--- config.mk ---
export PLATFORM = sky130hd
export DESIGN_NAME = control_sequencer
export DESIGN_NICKNAME = d
export VERILOG_FILES = /design/src/rtl/control_seq_pkg.sv /design/src/rtl/control_prog_mem.sv /design/src/rtl/control_sequencer.sv
export SDC_FILE = /design/constraint.sdc
export NUM_CORES = 1
export LEC_CHECK = 0
export ABC_CLOCK_PERIOD_IN_PS = 3850
export CORE_MARGIN = 5
export CORE_UTILIZATION = 35
export CTS_CLUSTER_DIAMETER = 30
export DETAILED_ROUTE_END_ITERATION = 7
export SYNTH_ARGS = -nofsm -noshare
export SYNTH_HDL_FRONTEND = slang
export SYNTH_HIERARCHICAL = 1
export SYNTH_SLANG_ARGS = --single-unit
--- constraint.sdc ---
create_clock -name clk -period 3.85 [get_ports clk]
set_clock_uncertainty 0.1 [all_clocks]
set_input_delay 1.155 -clock clk [delete_from_list [all_inputs] [get_ports clk]]
set_output_delay 1.155 -clock clk [all_outputs]
set_load 0.02 [all_outputs]
--- src/rtl/control_seq_pkg.sv ---
// control_seq_pkg: shared types and field positions for the control sequencer.
//  Provides the opcode and FSM state enums, machineCode/instruction field positions,
//  the NOP control word, and a helper that builds the JF flag-select control word.
package control_seq_pkg;
    localparam int MC_W       = 14;
    localparam int INSTR_W    = 16;
    localparam int OP_MSB     = 15;
    localparam int OP_LSB     = 14;
    localparam int RADDR1_MSB = 12;
    localparam int RADDR1_LSB = 10;
    localparam logic [MC_W-1:0] NOP = '0;

    typedef enum logic [1:0] {OP_EXEC, OP_JMP, OP_JF, OP_HALT} opcode_t;
    typedef enum logic [1:0] {S_IDLE, S_RUN, S_DONE} state_t;

    // JF only presents raddr1 so the datapath can return the flag for that register.
    function automatic logic [MC_W-1:0] jf_word(input logic [INSTR_W-1:0] instr);
        return {1'b0, instr[RADDR1_MSB:RADDR1_LSB], 10'b0};
    endfunction
endpackage

--- src/rtl/control_prog_mem.sv ---
// control_prog_mem: program store, DEPTH x 16, synchronous write, asynchronous read.
//  clk   in  clock
//  we    in  write strobe (already qualified by the caller)
//  waddr in  write address
//  wdata in  write data
//  raddr in  read address
//  rdata out combinational read data
module control_prog_mem #(
    parameter int DEPTH  = 16,
    parameter int ADDR_W = $clog2(DEPTH)
) (
    input  logic              clk,
    input  logic              we,
    input  logic [ADDR_W-1:0] waddr,
    input  logic [15:0]       wdata,
    input  logic [ADDR_W-1:0] raddr,
    output logic [15:0]       rdata
);
    logic [15:0] mem [DEPTH];

    always_ff @(posedge clk)
        if (we) mem[waddr] <= wdata;

    assign rdata = mem[raddr];
endmodule

--- src/rtl/control_sequencer.sv ---
// control_sequencer: runs a loadable program and issues one 14-bit control word per cycle.
//  Optional macro CU_SINGLE_STEP_EN adds a step input gating instruction execution.
//  clk         in  clock
//  reset       in  asynchronous active-high reset
//  start       in  run request, honoured in IDLE only
//  prog_we     in  program write strobe, dropped while busy
//  prog_addr   in  program write address
//  prog_data   in  instruction word
//  cond_flag   in  datapath flag for the JF instruction
//  step        in  (CU_SINGLE_STEP_EN only) execute the current instruction this cycle
//  machineCode out control word to datapath
//  busy        out high in RUN
//  done        out one-cycle pulse after HALT
//  retired     out saturating count of EXEC words issued this run
module control_sequencer
    import control_seq_pkg::*;
#(
    parameter  int PROG_DEPTH = 16,
    parameter  int CNT_W      = 16,
    localparam int ADDR_W     = $clog2(PROG_DEPTH)
) (
    input  logic              clk,
    input  logic              reset,
    input  logic              start,
    input  logic              prog_we,
    input  logic [ADDR_W-1:0] prog_addr,
    input  logic [15:0]       prog_data,
    input  logic              cond_flag,
`ifdef CU_SINGLE_STEP_EN
    input  logic              step,
`endif
    output logic [MC_W-1:0]   machineCode,
    output logic              busy,
    output logic              done,
    output logic [CNT_W-1:0]  retired
);
    state_t             state, state_next;
    logic [ADDR_W-1:0]  pc, pc_next, pc_inc;
    logic [CNT_W-1:0]   retired_next;
    logic [15:0]        instr;
    logic               advance;
    opcode_t            op;

    control_prog_mem #(.DEPTH(PROG_DEPTH), .ADDR_W(ADDR_W)) u_mem (
        .clk   (clk),
        .we    (prog_we && !busy),
        .waddr (prog_addr),
        .wdata (prog_data),
        .raddr (pc),
        .rdata (instr)
    );

    assign busy   = (state == S_RUN);
    assign done   = (state == S_DONE);
    assign op     = opcode_t'(instr[OP_MSB:OP_LSB]);
    assign pc_inc = pc + ADDR_W'(1);
`ifdef CU_SINGLE_STEP_EN
    assign advance = step;
`else
    assign advance = 1'b1;
`endif

    always_ff @(posedge clk or posedge reset)
        if (reset) begin
            state   <= S_IDLE;
            pc      <= '0;
            retired <= '0;
        end else begin
            state   <= state_next;
            pc      <= pc_next;
            retired <= retired_next;
        end

    always_comb begin
        state_next   = state;
        pc_next      = pc;
        retired_next = retired;
        machineCode  = NOP;
        case (state)
            S_IDLE: if (start) begin
                state_next   = S_RUN;
                pc_next      = '0;
                retired_next = '0;
            end
            S_RUN: if (advance)
                case (op)
                    OP_EXEC: begin
                        machineCode  = instr[MC_W-1:0];
                        pc_next      = pc_inc;
                        retired_next = &retired ? retired : retired + CNT_W'(1);
                    end
                    OP_JMP: pc_next = instr[ADDR_W-1:0];
                    OP_JF: begin
                        machineCode = jf_word(instr);
                        pc_next     = cond_flag ? instr[ADDR_W-1:0] : pc_inc;
                    end
                    default: state_next = S_DONE;
                endcase
            default: state_next = S_IDLE;
        endcase
    end
endmodule

==> flow_metrics.tcl, run 1 <==
set metrics [dict create \
    period_needed_ns 3.947 \
    synth_edf_count 256 \
    clk_latency_ns 0.54 \
    ys_types 48 \
    routed_wl_um 27910 \
    yosysSeqAreaShare_pct 73.54 \
    drtIter0Drc 538 \
    fmax_mhz 253.3 \
    cp_max_fo 7 \
    grt_pass1_vias 6563 \
    clk_pin_slew_worst_paths_ns 0.05 \
    cp.required_ns 2.59 \
    cts_root_buffer "clkbuf_16" \
    relSlewSlack_pct 37.80 \
    grt_use_total_pct 15.45 \
    hold_start "retired[6]" \
    grt_pass1_wl_um 41480 \
    endpoint_kind "primary output" \
    synth_cells 584 \
    overflow 0 \
    start_util_pct 35.50 \
    ir_drop_mv 0.4749 \
    final_area_um2 14740 \
    syn-cell-area_um2 11200 \
    portBuffers 56 \
    worst_slew_pin_slew_ns 0.9320 \
    ys_async_sr_fraction_pct 7.914 \
    swShare_pct 27.67 \
    whs_endpoint "retired[6]" \
    setup_ws_ns -0.09742 \
    violations "negative setup slack" \
    first_pass_iters 5 \
    htreeDepth 2 \
    internal_power_mw 7.773 \
    detailroute.wirelength.met2_um 12910 \
    min_path_cells 1 \
    syn2layout_area_growth_pct 31.54 \
    final_nets 765 \
    vias 6384 \
    place_area_um2 12550 \
    synth_warnings 6 \
    hp-class "flip-flop to flip-flop" \
    pwr-share-clk_pct 40.8 \
    fp.dieW_um 188.9 \
    routed_via_density 5.433 \
    gp_congestion 0.7647 \
    rrSetupSlack_ns -0.05 \
    holdWs_ns 0.4426 \
    rsz0062_at_grt "yes" \
    pre_cts_ws_ns -0.07910 \
    synth_top_area_share_pct 68.63 \
    cts_buffers 50 \
    leakagePower_nw 4.946 \
    antenna_cells 0 \
    drtAntennaViolNets 0 \
    drive_gt1_share_pct 37.26 \
    status "finished, violations left" \
    dpl.hpwl_um 15570 \
    ctsHoldBuffers 0 \
    crit_arrival_ns 2.69 \
    p_comb_share_pct 26.8 \
    switchingPower_mw 2.974 \
    met1_length_um 12320 \
    critPathKind "flip-flop to primary output" \
    cts.sink_count 278 \
    grt_max_degree 48 \
    synth_flop_cell "edfxtp_1" \
    wl_met3_um 2161 \
    seq_power_share_pct 32.4 \
    synth.area.top_cells "edfxtp_1 (69%), mux4_2 (11%), dfrtp_1 (4.9%)" \
    r2r_cells 22 \
    cts_tree "built" \
    critPathLaunchType "flip-flop" \
    ioPinCount 57 \
    reg2reg_to "pc[2]" \
    cts_buffer_depth 3 \
    fin_util_pct 46.70 \
    antenna_found_initial 0 \
    maxCapViolations 0 \
    die-height_um 188.9 \
    r2r-start "pc[0]" \
    fin_crit_sh_pct 102.5 \
    synth.net_count 615 \
    p_per_area_nw_per_um2 729.3 \
    yosys_register_bits 278 \
    hold_viol 0 \
    wl_per_cell_um 23.75 \
    synth_top_area_cell "edfxtp_1" \
    drc_errors 0 \
    core_um2 31560 \
    highest_layer "met4" \
    setup_violations 18 \
    rows 65 \
    die_area_um2 35680 \
    slew_violations 0 \
    syn_avg_cell_area_um2 19.18 \
]
[synthesized netlist by cell type (3+ instances only)]
master / instances
nor2b_1: 3
buf_2: 3
a211oi_1: 6
buf_1: 3
nor3_1: 6
mux4_1: 10
or2_2: 8
ha_1: 6
and3_1: 15
nand3_1: 5
nor2_1: 20
buf_4: 4
clkbuf_1: 12
inv_1: 9
a21oi_1: 8
mux4_2: 54
edfxtp_1: 256
and2_1: 3
mux2i_1: 10
nand4_1: 5
nand2_1: 36
dfrtp_1: 22
buf_6: 4
a22oi_1: 34
nand2b_1: 5
nand3b_1: 3
nor4_1: 4
o21ai_0: 7
[cells in the final DEF, fill, tap and decap left out, types with 6 or more instances in the layout]
master / n
buf_4: 57
inv_1: 6
edfxtp_1: 256
clkinvlp_4: 11
clkinv_2: 10
clkdlybuf4s50_1: 42
bufinv_16: 8
a211oi_1: 6
nand2_1: 31
a22oi_1: 20
mux2i_1: 10
nor2_2: 12
mux4_1: 9
and3_1: 10
a21oi_1: 6
mux4_2: 55
clkbuf_16: 51
buf_6: 14
a22oi_2: 14
nor2_1: 8
or2_2: 8
dfrtp_1: 20
buf_12: 7
clkinv_1: 6
[critical path: stages (launching register included)]
cell     delay, ns
dfrtp_4       0.50
buf_6         0.15
buf_12        0.12
mux4_2        0.42
a22oi_2       0.21
nand2_2       0.09
inv_2         0.09
ha_4          0.16
buf_12        0.12
and3_4        0.19
buf_6         0.11
[registers in the layout, summed over array words and instances (netlist names)]
register	cells
pc	4
retired	16
state	2
u_mem/mem	256
[power groups by stage]
stage                     Sequential, mW  Clock [mW]  Combinational (mW)
after CTS                           3.49        4.45                2.57
final                               3.48        4.38                2.88
after floorplan                     3.51           0                1.32
after detailed placement            3.55           0                2.18
after global placement              3.54           0                2.16
after global routing                3.49        4.60                3.06
[worst max path at each step]
stage	startpoint	end	slack (ns)	depth (start not counted)
2_1_floorplan	pc[0]	machineCode[1]	0.28	9
3_3_place_gp	pc[0]	machineCode[4]	-0.06	8
3_5_place_dp	pc[0]	machineCode[4]	-0.08	8
4_1_cts	pc[0]	machineCode[4]	-0.02	9
5_1_grt	pc[0]	machineCode[4]	-0.22	10
6_report	pc[0]	machineCode[4]	-0.1	10
[repair_timing]
| item | 4_1_cts | 5_1_grt |
|---|---|---|
| gates resized for setup | 110 | 31 |
| gates cloned | 2 | 0 |
| setup buffers | 17 | 6 |
| pin swaps | 10 | 13 |
| endpoints found under the setup margin | 14 | 19 |
| hold endpoints to repair | 0 | 0 |
[kinds of logic after synthesis]
family / Yosys count / share of synthesized area [%]
AO/OA/AOI/OAI: 63 / 3.898
adder cells (fa/ha/maj): 6 / 0.6701
multiplexers: 76 / 14.30
flip-flops: 278 / 73.54
XOR/XNOR: 1 / 0.07820
AND/OR/NAND/NOR: 125 / 5.909
buffers and inverters: 35 / 1.608
[area by class of cell]
type	instances	area (um^2)
fillers	2639	16820
flip-flops and latches	278	8243
multi-input cells	271	3008
clock buffers	54	1287
repair buffers	124	1231
well taps	402	503.0
clock inverters	37	425.4
inverters	9	37.54
[metrics by stage]
stage                     cells  power [mW]  TNS (ns)
final                      1175       10.75    -1.162
after global routing       1175       11.15    -3.076
after CTS                  1169       10.51  -0.02959
after detailed placement   1059       5.730   -0.2510
after global placement     1059       5.701  -0.09004
after floorplan             584       4.831         0
[layer usage]
| layer | vias up | global-route usage, % |
|---|---|---|
| met5 | - | 0 |
| met4 | 0 | 4.596 |
| met3 | 49 | 3.558 |
| met2 | 289 | 23.28 |
| met1 | 3306 | 22.58 |
| li1 | 2740 | - |
Power figures use the tool's default switching activity.
==> inputs of run 2 (changes only) <==
--- a/config.mk
+++ b/config.mk
@@ -6,7 +6,7 @@
 export NUM_CORES = 1
 export LEC_CHECK = 0
 export ABC_CLOCK_PERIOD_IN_PS = 3850
-export CORE_MARGIN = 5
+export CORE_MARGIN = 2
 export CORE_UTILIZATION = 35
 export CTS_CLUSTER_DIAMETER = 30
 export DETAILED_ROUTE_END_ITERATION = 7
==> run 2 against run 1 <==
Net effect:
- the run still ends with negative setup slack left
- wire length shrank 1.4%
- combinational power down 9.4%
- via count decreased by 0.13%
- utilization shrank 0.75 points
- total power is 4.3% lower
- global-route usage grew 1.1 points
- final cell count shrank 2.0%
- critical endpoint is now machineCode[3]
- largest power group unchanged
==> flow_metrics.tcl, run 2 (same netlist as run 1, synthesis figures left out) <==
set metrics [dict create \
    status "finished, violations left" \
    violations "negative setup slack" \
    grt_pass1_vias 6488 \
    cp_max_fo 6 \
    top_regs "u_mem/mem: 256 flops, retired: 16 flops, pc: 4 flops" \
    antenna_found_initial 1 \
    fp.dieW_um 182.9 \
    rsz0062_at_grt "yes" \
    core_um2 31560 \
    cts_tree "built" \
    start_util_pct 35.50 \
    fin_util_pct 45.94 \
    cts_root_buffer "clkbuf_16" \
    vias 6376 \
    hp-class "flip-flop to flip-flop" \
    p_per_area_nw_per_um2 709.1 \
    layoutNonFillerInstCount 1152 \
    overflow 0 \
    min_path_cells 1 \
    largest_reg_flops 256 \
    grt_max_degree 48 \
    wl_per_cell_um 23.88 \
    dp_cells 1058 \
    hold_viol 0 \
    htreeDepth 2 \
    critPathLaunchType "flip-flop" \
    drtIter0Drc 545 \
    largest-register "u_mem/mem" \
    cts_buffers 46 \
    final_cell_mix "edfxtp_1 (256), mux4_2 (56), clkbuf_16 (47)" \
    slowest_stage "mux4_2" \
    period_needed_ns 3.870 \
    gp_congestion 0.8566 \
    final_area_um2 14500 \
    ir_drop_mv 0.4652 \
    max_stage_delay_ns 0.51 \
    setup_violations 11 \
    die-height_um 182.9 \
    fmax_mhz 258.4 \
    dpl.hpwl_um 15380 \
    grt_pass1_wl_um 40870 \
    die_area_um2 33450 \
    drive_gt1_share_pct 34.45 \
    cp_num_cells 9 \
    critPathBufInv 4 \
    crit_family "multiplexers" \
    rows 65 \
    clk_latency_ns 0.53 \
    grt_use_total_pct 16.59 \
    cts.sink_count 278 \
    clk_pin_slew_worst_paths_ns 0.04 \
    final_nets 745 \
    portBuffers 56 \
    crit_arrival_ns 2.61 \
    drtAntennaViolNets 0 \
    fin_crit_sh_pct 100.5 \
    cts_buffer_depth 3 \
    ioPinCount 57 \
    fillers 2675 \
    syn2layout_area_growth_pct 29.42 \
    critPathKind "flip-flop to primary output" \
    relSlewSlack_pct 40.72 \
    setup_ws_ns -0.01977 \
    path_cells "buf_6, mux4_2, a22oi_2, nand2_2, inv_2, ha_4, buf_12, and3_1, buf_6" \
    routed_via_density 5.535 \
    routed_wl_um 27520 \
    layout_commonest_cell "edfxtp_1" \
    r2r_cells 13 \
    place_area_um2 12560 \
    first_pass_iters 5 \
    path_common_cell "buf_6" \
    endpoint_kind "primary output" \
    leakagePower_nw 4.806 \
    slew_violations 0 \
    drc_errors 0 \
    maxCapViolations 0 \
    worst_slew_pin_slew_ns 0.8883 \
    cp.required_ns 2.59 \
]
-- run 2: cell count changes in the layout (fill, tap and decap cells not counted), sizes merged --
cell,change
buf,-17
clkbuf,-5
clkinvlp,-3
inv,+3
clkinv,-2
diode,+1
-- run 2: through the flow --
stage	power, mW	setup TNS, ns	setup WS, ns	hold slack, ns
global placement	5.690	-0.2301	-0.05051	0.4296
finish	10.28	-0.1289	-0.01977	0.4419
detailed placement	5.714	-0.3169	-0.06167	0.4413
CTS	10.28	-0.2032	-0.03668	0.4466
floorplan	4.831	0	0.2752	0.3923
global route	10.66	-0.9300	-0.09993	0.5094
-- run 2: final timing paths --
| check | to | slack, ns | start |
|---|---|---|---|
| max in group asynchronous | pc[0] | 1.95 | reset |
| hold reg to reg | retired[6] | 0.44 | retired[6] |
| setup reg to reg | retired[15] | 0.55 | pc[0] |
| setup / recovery | machineCode[3] | -0.02 | pc[0] |
| hold / removal | retired[6] | 0.44 | retired[6] |
| min in group asynchronous | retired[1] | 1.05 | reset |
-- run 2: cell type report --
class	instances	area, um^2	share of cell area [%]
Sequential cell	278	8243	56.86
Multi-Input combinational cell	271	2944	20.31
Timing Repair Buffer	108	1165	8.035
Clock buffer	48	1159	7.992
Tap cell	402	503.0	3.469
Clock inverter	35	447.9	3.090
Inverter	9	33.78	0.2330
Antenna cell	1	2.502	0.01726
-- run 2: power breakdown --
group	internal (mW)	switching [mW]	total (mW)
sequential	3.40	0.0763	3.48
clock	2.74	1.45	4.19
combinational	1.27	1.34	2.61
-- run 2: timing repair --
action,in CTS,in global routing
endpoints found under the setup margin,14,14
hold endpoints to repair,0,0
gates resized for setup,110,11
cloned,3,1
pin swaps,7,3
setup buffers,6,0
hold buffers,0,0
-- run 2: layer usage --
layer  track usage, %  vias up  share of wire, %  wire (um)
met1            24.14     3353                45      12320
met4            5.696        0               2.5        694
met2            25.00      274                45      12430
met3            3.376       53               7.5       2067
li1                 -     2696                 -          -
met5                0        -                 0          0
